[config.mk]
export PLATFORM = sky130hd
export DESIGN_NAME = jpeg_byte_out
export DESIGN_NICKNAME = d
export VERILOG_FILES = /design/src/rtl/jpeg_out_pkg.sv /design/src/rtl/jpeg_byte_out.sv
export SDC_FILE = /design/constraint.sdc
export NUM_CORES = 1
export LEC_CHECK = 0
export CAP_MARGIN = 20
export CORE_UTILIZATION = 53
export DETAILED_ROUTE_END_ITERATION = 8
export PLACE_DENSITY = 0.93
export SLEW_MARGIN = 10
export SYNTH_ARGS = -nofsm -noshare
export SYNTH_HDL_FRONTEND = slang
export SYNTH_SLANG_ARGS = --single-unit
[constraint.sdc]
create_clock -name clk -period 3.1 [get_ports clk]
set_input_delay 0.62 -clock clk [delete_from_list [all_inputs] [get_ports clk]]
set_output_delay 0.62 -clock clk [all_outputs]
set_load 0.05 [all_outputs]
[src/rtl/jpeg_out_pkg.sv]
// jpeg_out_pkg
//   Shared definitions for the JPEG entropy-coded byte output stage.
//   Holds the output FSM state encoding, the marker/stuffing byte
//   constants, and a helper that selects one byte of a FIFO word.
package jpeg_out_pkg;

  typedef enum logic [2:0] {
    ST_IDLE,
    ST_REQ,
    ST_WAIT,
    ST_SEND,
    ST_STUFF,
    ST_EOI_FF,
    ST_EOI_D9,
    ST_DONE
  } state_e;

  localparam logic [7:0] MARKER_PREFIX = 8'hFF;
  localparam logic [7:0] STUFF_BYTE    = 8'h00;
  localparam logic [7:0] EOI_CODE      = 8'hD9;

  // Byte 0 is the most significant byte of the word (first on the wire).
  function automatic logic [7:0] word_byte(input logic [31:0] word,
                                           input logic [1:0]  idx);
    logic [7:0] b;
    case (idx)
      2'd0:    b = word[31:24];
      2'd1:    b = word[23:16];
      2'd2:    b = word[15:8];
      default: b = word[7:0];
    endcase
    return b;
  endfunction

endpackage

[src/rtl/jpeg_byte_out.sv]
// jpeg_byte_out
//   Pops 32-bit words from an upstream FIFO and serialises them into a
//   byte stream, most significant byte first. Every 0xFF data byte is
//   followed by a stuffed 0x00. On request, once the FIFO is drained,
//   the unstuffed end-of-image marker FF D9 is emitted and eoi_done
//   pulses for one cycle.
//
// Ports
//   clk          rising-edge clock
//   rst          asynchronous, active-high reset
//   fifo_empty   upstream FIFO holds no words
//   read_req     one-cycle pop request to the FIFO
//   read_data    FIFO word, bits 31:24 are the first byte
//   rdata_valid  read_data valid, one cycle after read_req
//   eoi_req      single-cycle request for the end-of-image marker
//   byte_out     output byte (0x00 while byte_valid is low)
//   byte_valid   byte_out valid
//   byte_ready   downstream accepts the current byte
//   eoi_done     one-cycle pulse after the D9 byte transfers
//   busy         not idle, or an end-of-image marker is still pending
module jpeg_byte_out
  import jpeg_out_pkg::*;
(
  input  logic        clk,
  input  logic        rst,
  input  logic        fifo_empty,
  output logic        read_req,
  input  logic [31:0] read_data,
  input  logic        rdata_valid,
  input  logic        eoi_req,
  output logic [7:0]  byte_out,
  output logic        byte_valid,
  input  logic        byte_ready,
  output logic        eoi_done,
  output logic        busy
);

  state_e      state_q, state_d;
  logic [31:0] word_q, word_d;
  logic [1:0]  idx_q, idx_d;
  logic        eoi_pending_q, eoi_pending_d;

  logic [7:0]  cur_byte;

  always_ff @(posedge clk or posedge rst) begin
    if (rst) begin
      state_q       <= ST_IDLE;
      word_q        <= '0;
      idx_q         <= '0;
      eoi_pending_q <= 1'b0;
    end else begin
      state_q       <= state_d;
      word_q        <= word_d;
      idx_q         <= idx_d;
      eoi_pending_q <= eoi_pending_d;
    end
  end

  assign cur_byte = word_byte(word_q, idx_q);

  always_comb begin
    state_d    = state_q;
    word_d     = word_q;
    idx_d      = idx_q;
    read_req   = 1'b0;
    byte_valid = 1'b0;
    byte_out   = STUFF_BYTE;
    eoi_done   = 1'b0;

    // A request seen in DONE is a fresh one, so the set term wins.
    eoi_pending_d = eoi_req | (eoi_pending_q & (state_q != ST_DONE));

    case (state_q)
      ST_IDLE: begin
        // Queued data always drains before the marker goes out.
        if (!fifo_empty) begin
          state_d = ST_REQ;
        end else if (eoi_pending_q) begin
          state_d = ST_EOI_FF;
        end
      end

      ST_REQ: begin
        read_req = 1'b1;
        state_d  = ST_WAIT;
      end

      ST_WAIT: begin
        if (rdata_valid) begin
          word_d  = read_data;
          idx_d   = 2'd0;
          state_d = ST_SEND;
        end
      end

      ST_SEND: begin
        byte_valid = 1'b1;
        byte_out   = cur_byte;
        // Stuffing has priority over ending the word so that a trailing
        // 0xFF still gets its 0x00 before the next pop.
        if (byte_ready) begin
          if (cur_byte == MARKER_PREFIX) begin
            state_d = ST_STUFF;
          end else if (idx_q == 2'd3) begin
            state_d = ST_IDLE;
          end else begin
            idx_d = idx_q + 2'd1;
          end
        end
      end

      ST_STUFF: begin
        byte_valid = 1'b1;
        byte_out   = STUFF_BYTE;
        if (byte_ready) begin
          if (idx_q == 2'd3) begin
            state_d = ST_IDLE;
          end else begin
            idx_d   = idx_q + 2'd1;
            state_d = ST_SEND;
          end
        end
      end

      ST_EOI_FF: begin
        byte_valid = 1'b1;
        byte_out   = MARKER_PREFIX;
        if (byte_ready) begin
          state_d = ST_EOI_D9;
        end
      end

      ST_EOI_D9: begin
        byte_valid = 1'b1;
        byte_out   = EOI_CODE;
        if (byte_ready) begin
          state_d = ST_DONE;
        end
      end

      ST_DONE: begin
        eoi_done = 1'b1;
        state_d  = ST_IDLE;
      end

      default: begin
        state_d = ST_IDLE;
      end
    endcase
  end

  assign busy = (state_q != ST_IDLE) || eoi_pending_q;

endmodule

==> flow_metrics.env <==
export IMPL_status="completed"
export IMPL_r2r_start="idx_q[0]"
export IMPL_synthFlopType="dfrtp_1"
export IMPL_leakage_nw=1.12
export IMPL_p_sw_w=0.00135
export IMPL_die_w_um=64.7
export IMPL_p_int_w=0.00157
export IMPL_drive_above_1_share=0.213
export IMPL_worst_r2r_endpoint="idx_q[0]"
export IMPL_slew_viol_final=0
export IMPL_dp_cells=284
export IMPL_synth_most_common_cell="dfrtp_1"
export IMPL_dp_hpwl_um=3460
export IMPL_max_freq_mhz=349
export IMPL_p_clk_frac=0.121
export IMPL_finalCritPeriodShare=0.923
export IMPL_crit_path_end_kind="output port"
export IMPL_p_sw_frac=0.463
export IMPL_cts_tree="built"
export IMPL_synthesis_instances=197
export IMPL_netlist_area_sq_um=2080
export IMPL_drtIter0Drc=174
export IMPL_ctsResizeCount=0
export IMPL_wirelength_um=4720
export IMPL_finalHoldViolCount=0
export IMPL_synthArstFlopShare=1.00
export IMPL_clkSlewWorstSetupHoldPaths_ns=0.08
export IMPL_grt_pass1_vias=1617
export IMPL_avgSynthCellArea_sq_um=10.6
export IMPL_numPortBuffers=49
export IMPL_drc_errors=0
export IMPL_hold_path_class="reg2reg"
export IMPL_synth_nets=239
export IMPL_path_class="reg2out"
export IMPL_finalSetupViolations=0
export IMPL_cap_violations=0
export IMPL_clock_latency_ns=0.29
export IMPL_peakVddDrop_mv=0.439
export IMPL_ctsHoldBuffers=0
export IMPL_p_comb_frac=0.563
export IMPL_firstDrtPassIters=5
export IMPL_layout_min_cycle_time_ns=2.86
export IMPL_max_slew_margin=0.675
export IMPL_h_tree_depth=2
export IMPL_areaGrowthSynthToFinish_pct=27.2
export IMPL_synth_top_cell_area_share=0.457
export IMPL_synth_area_leader_cell="dfrtp_1"
export IMPL_final_cells=292
export IMPL_ys_top_cells_by_area="dfrtp_1 46%, mux2_2 16%, o21ai_0 3.6%, nand2_1 2.9%, inv_1 2.7%"
export IMPL_rsz0062_at_grt="no"
export IMPL_clock_sinks=38
export IMPL_grt_max_degree=41
export IMPL_cts_buffers=5
export IMPL_r2r_cells=7
export IMPL_crit_chain="clkinv_1 > nor3_1 > clkdlybuf4s50_1"
export IMPL_post_cts_buffers=0
export IMPL_dieArea_sq_um=4180
export IMPL_synthTopCellsByCount="38 x dfrtp_1, 29 x mux2_2, 16 x nand2_1, 15 x inv_1, 15 x o21ai_0"
export IMPL_grt_overflow_total=0
export IMPL_die_h_um=64.7
export IMPL_synth_edff_count=0
export IMPL_grtUsageTotal=0.251
export IMPL_start_kind="flip-flop"
export IMPL_num_vias=1705
export IMPL_worstPathMaxFanout=11
export IMPL_place_gp_congestion=0.832
export IMPL_drtAntennaViolNets=0
export IMPL_cp_data_arrival_time_ns=2.24
export IMPL_cp_slowest_cell="clkdlybuf4s50_1"
export IMPL_antenna_found_initial=0
export IMPL_antennaDiodeCount=0
export IMPL_pwr_share_seq=0.316
export IMPL_root_buffer="clkbuf_8"
export IMPL_critPathLaunch="state_q[0]"
export IMPL_worst_pin_slew_ns=0.486
export IMPL_fin_skew_ns=0.00761
export IMPL_yosysUniqueCellTypes=42
export IMPL_wl_per_cell_um=16.2
export IMPL_grt_pass1_wl_um=7890
export IMPL_ys_seq_area_frac=0.457
export IMPL_endpoint="read_req"
export IMPL_cp_required_ns=2.48
export IMPL_slowest_delay_ns=0.83
export IMPL_nets=285
export IMPL_yosys_register_bits=38
export IMPL_fin_setup_tns_ns=0
export IMPL_core_area_sq_um=3720
export IMPL_yosysWarnings=0
export IMPL_powerDensity_nw_per_um2=1100
export IMPL_ioPinCount=50
export IMPL_r2r_slack_ns=0.54
export IMPL_initial_core_util=0.560
export IMPL_vias_per_cell=5.84
export IMPL_clockBufferDepth=2
export IMPL_placementRows=22
layout by cell type (no fill, tap or decap), types with 5 or more instances in the layout:
cell and n:
o21ai_0 15, clkdlybuf4s50_1 41, a21oi_1 7, nor2_1 11
a22oi_1 5, buf_4 10, inv_1 15, mux2_2 29
dfrtp_1 38, clkbuf_8 6, nand2_1 16
power groups by stage:
stage / Combinational [W] / Sequential, W / Clock [W]
finish: 0.00165 / 0.000924 / 0.000354
global route: 0.00176 / 0.000951 / 0.000388
CTS: 0.00164 / 0.000918 / 0.000360
detailed placement: 0.00162 / 0.000930 / 0
global placement: 0.00158 / 0.000917 / 0
floorplan: 0.00130 / 0.000832 / 0
area by class of cell:
cell class	instances	area, sq um
clock buffer	6	82.6
tap	48	60.1
multi-input combinational	130	993
clock inverter	2	12.5
fill	276	1070
inverter	17	63.8
timing repair buffer	51	485
sequential	38	951
how the worst min path moves through the flow:
stage	from	end	slack, ns	depth (start not counted)
finish	word_q[10]	word_q[10]	0.51	1
global route	word_q[12]	word_q[12]	0.54	1
CTS	word_q[25]	word_q[25]	0.52	1
detailed placement	word_q[25]	word_q[25]	0.50	1
global placement	eoi_pending_q	eoi_pending_q	0.49	1
floorplan	eoi_pending_q	eoi_pending_q	0.46	1
stage by stage:
stage / utilization / total power [W] / setup WS, ns / hold slack [ns] / area, sq um
after floorplan: - / 0.00213 / 0.229 / 0.464 / 2080
after global routing: 0.713 / 0.00310 / 0.118 / 0.540 / 2650
after detailed placement: 0.687 / 0.00255 / 0.560 / 0.498 / 2550
after global placement: 0.687 / 0.00249 / 0.586 / 0.486 / 2550
after CTS: 0.713 / 0.00292 / 0.248 / 0.517 / 2650
final: 0.713 / 0.00292 / 0.238 / 0.514 / 2650
per-layer routing:
layer / part of all wire / track usage / wire length [um] / vias to the layer above
met5: 0 / 0 / 0 / -
met4: 0.016 / 0.0833 / 74 / 0
met3: 0.059 / 0.0581 / 277 / 7
met2: 0.49 / 0.407 / 2320 / 67
met1: 0.43 / 0.331 / 2050 / 832
li1: - / - / - / 799
cell families (layout without fill, tap and decap cells):
| kind of cell | count (synthesis) | in the layout | share of synthesized area |
|---|---|---|---|
| xor gates and xnor gates | 2 | 2 | 0.00841 |
| muxes | 31 | 31 | 0.166 |
| buffers and inverters | 29 | 76 | 0.0661 |
| AOI/OAI and AO/OA | 47 | 47 | 0.157 |
| and+or+nand+nor | 46 | 46 | 0.121 |
| adders and majority gates | 4 | 4 | 0.0240 |
| DFF | 38 | 38 | 0.457 |
flip-flops by register name (all words and copies together), names as in the netlist:
register       flops
state_q            3
idx_q              2
eoi_pending_q      1
word_q            32
critical path, delay by kind of cell (launching register included):
kind / cells / cell delay (ns)
buffers and inverters: 2 / 1.16
flip-flops: 1 / 0.58
AND/OR/NAND/NOR: 1 / 0.22
Note: power is estimated with default switching activity, not from simulation.
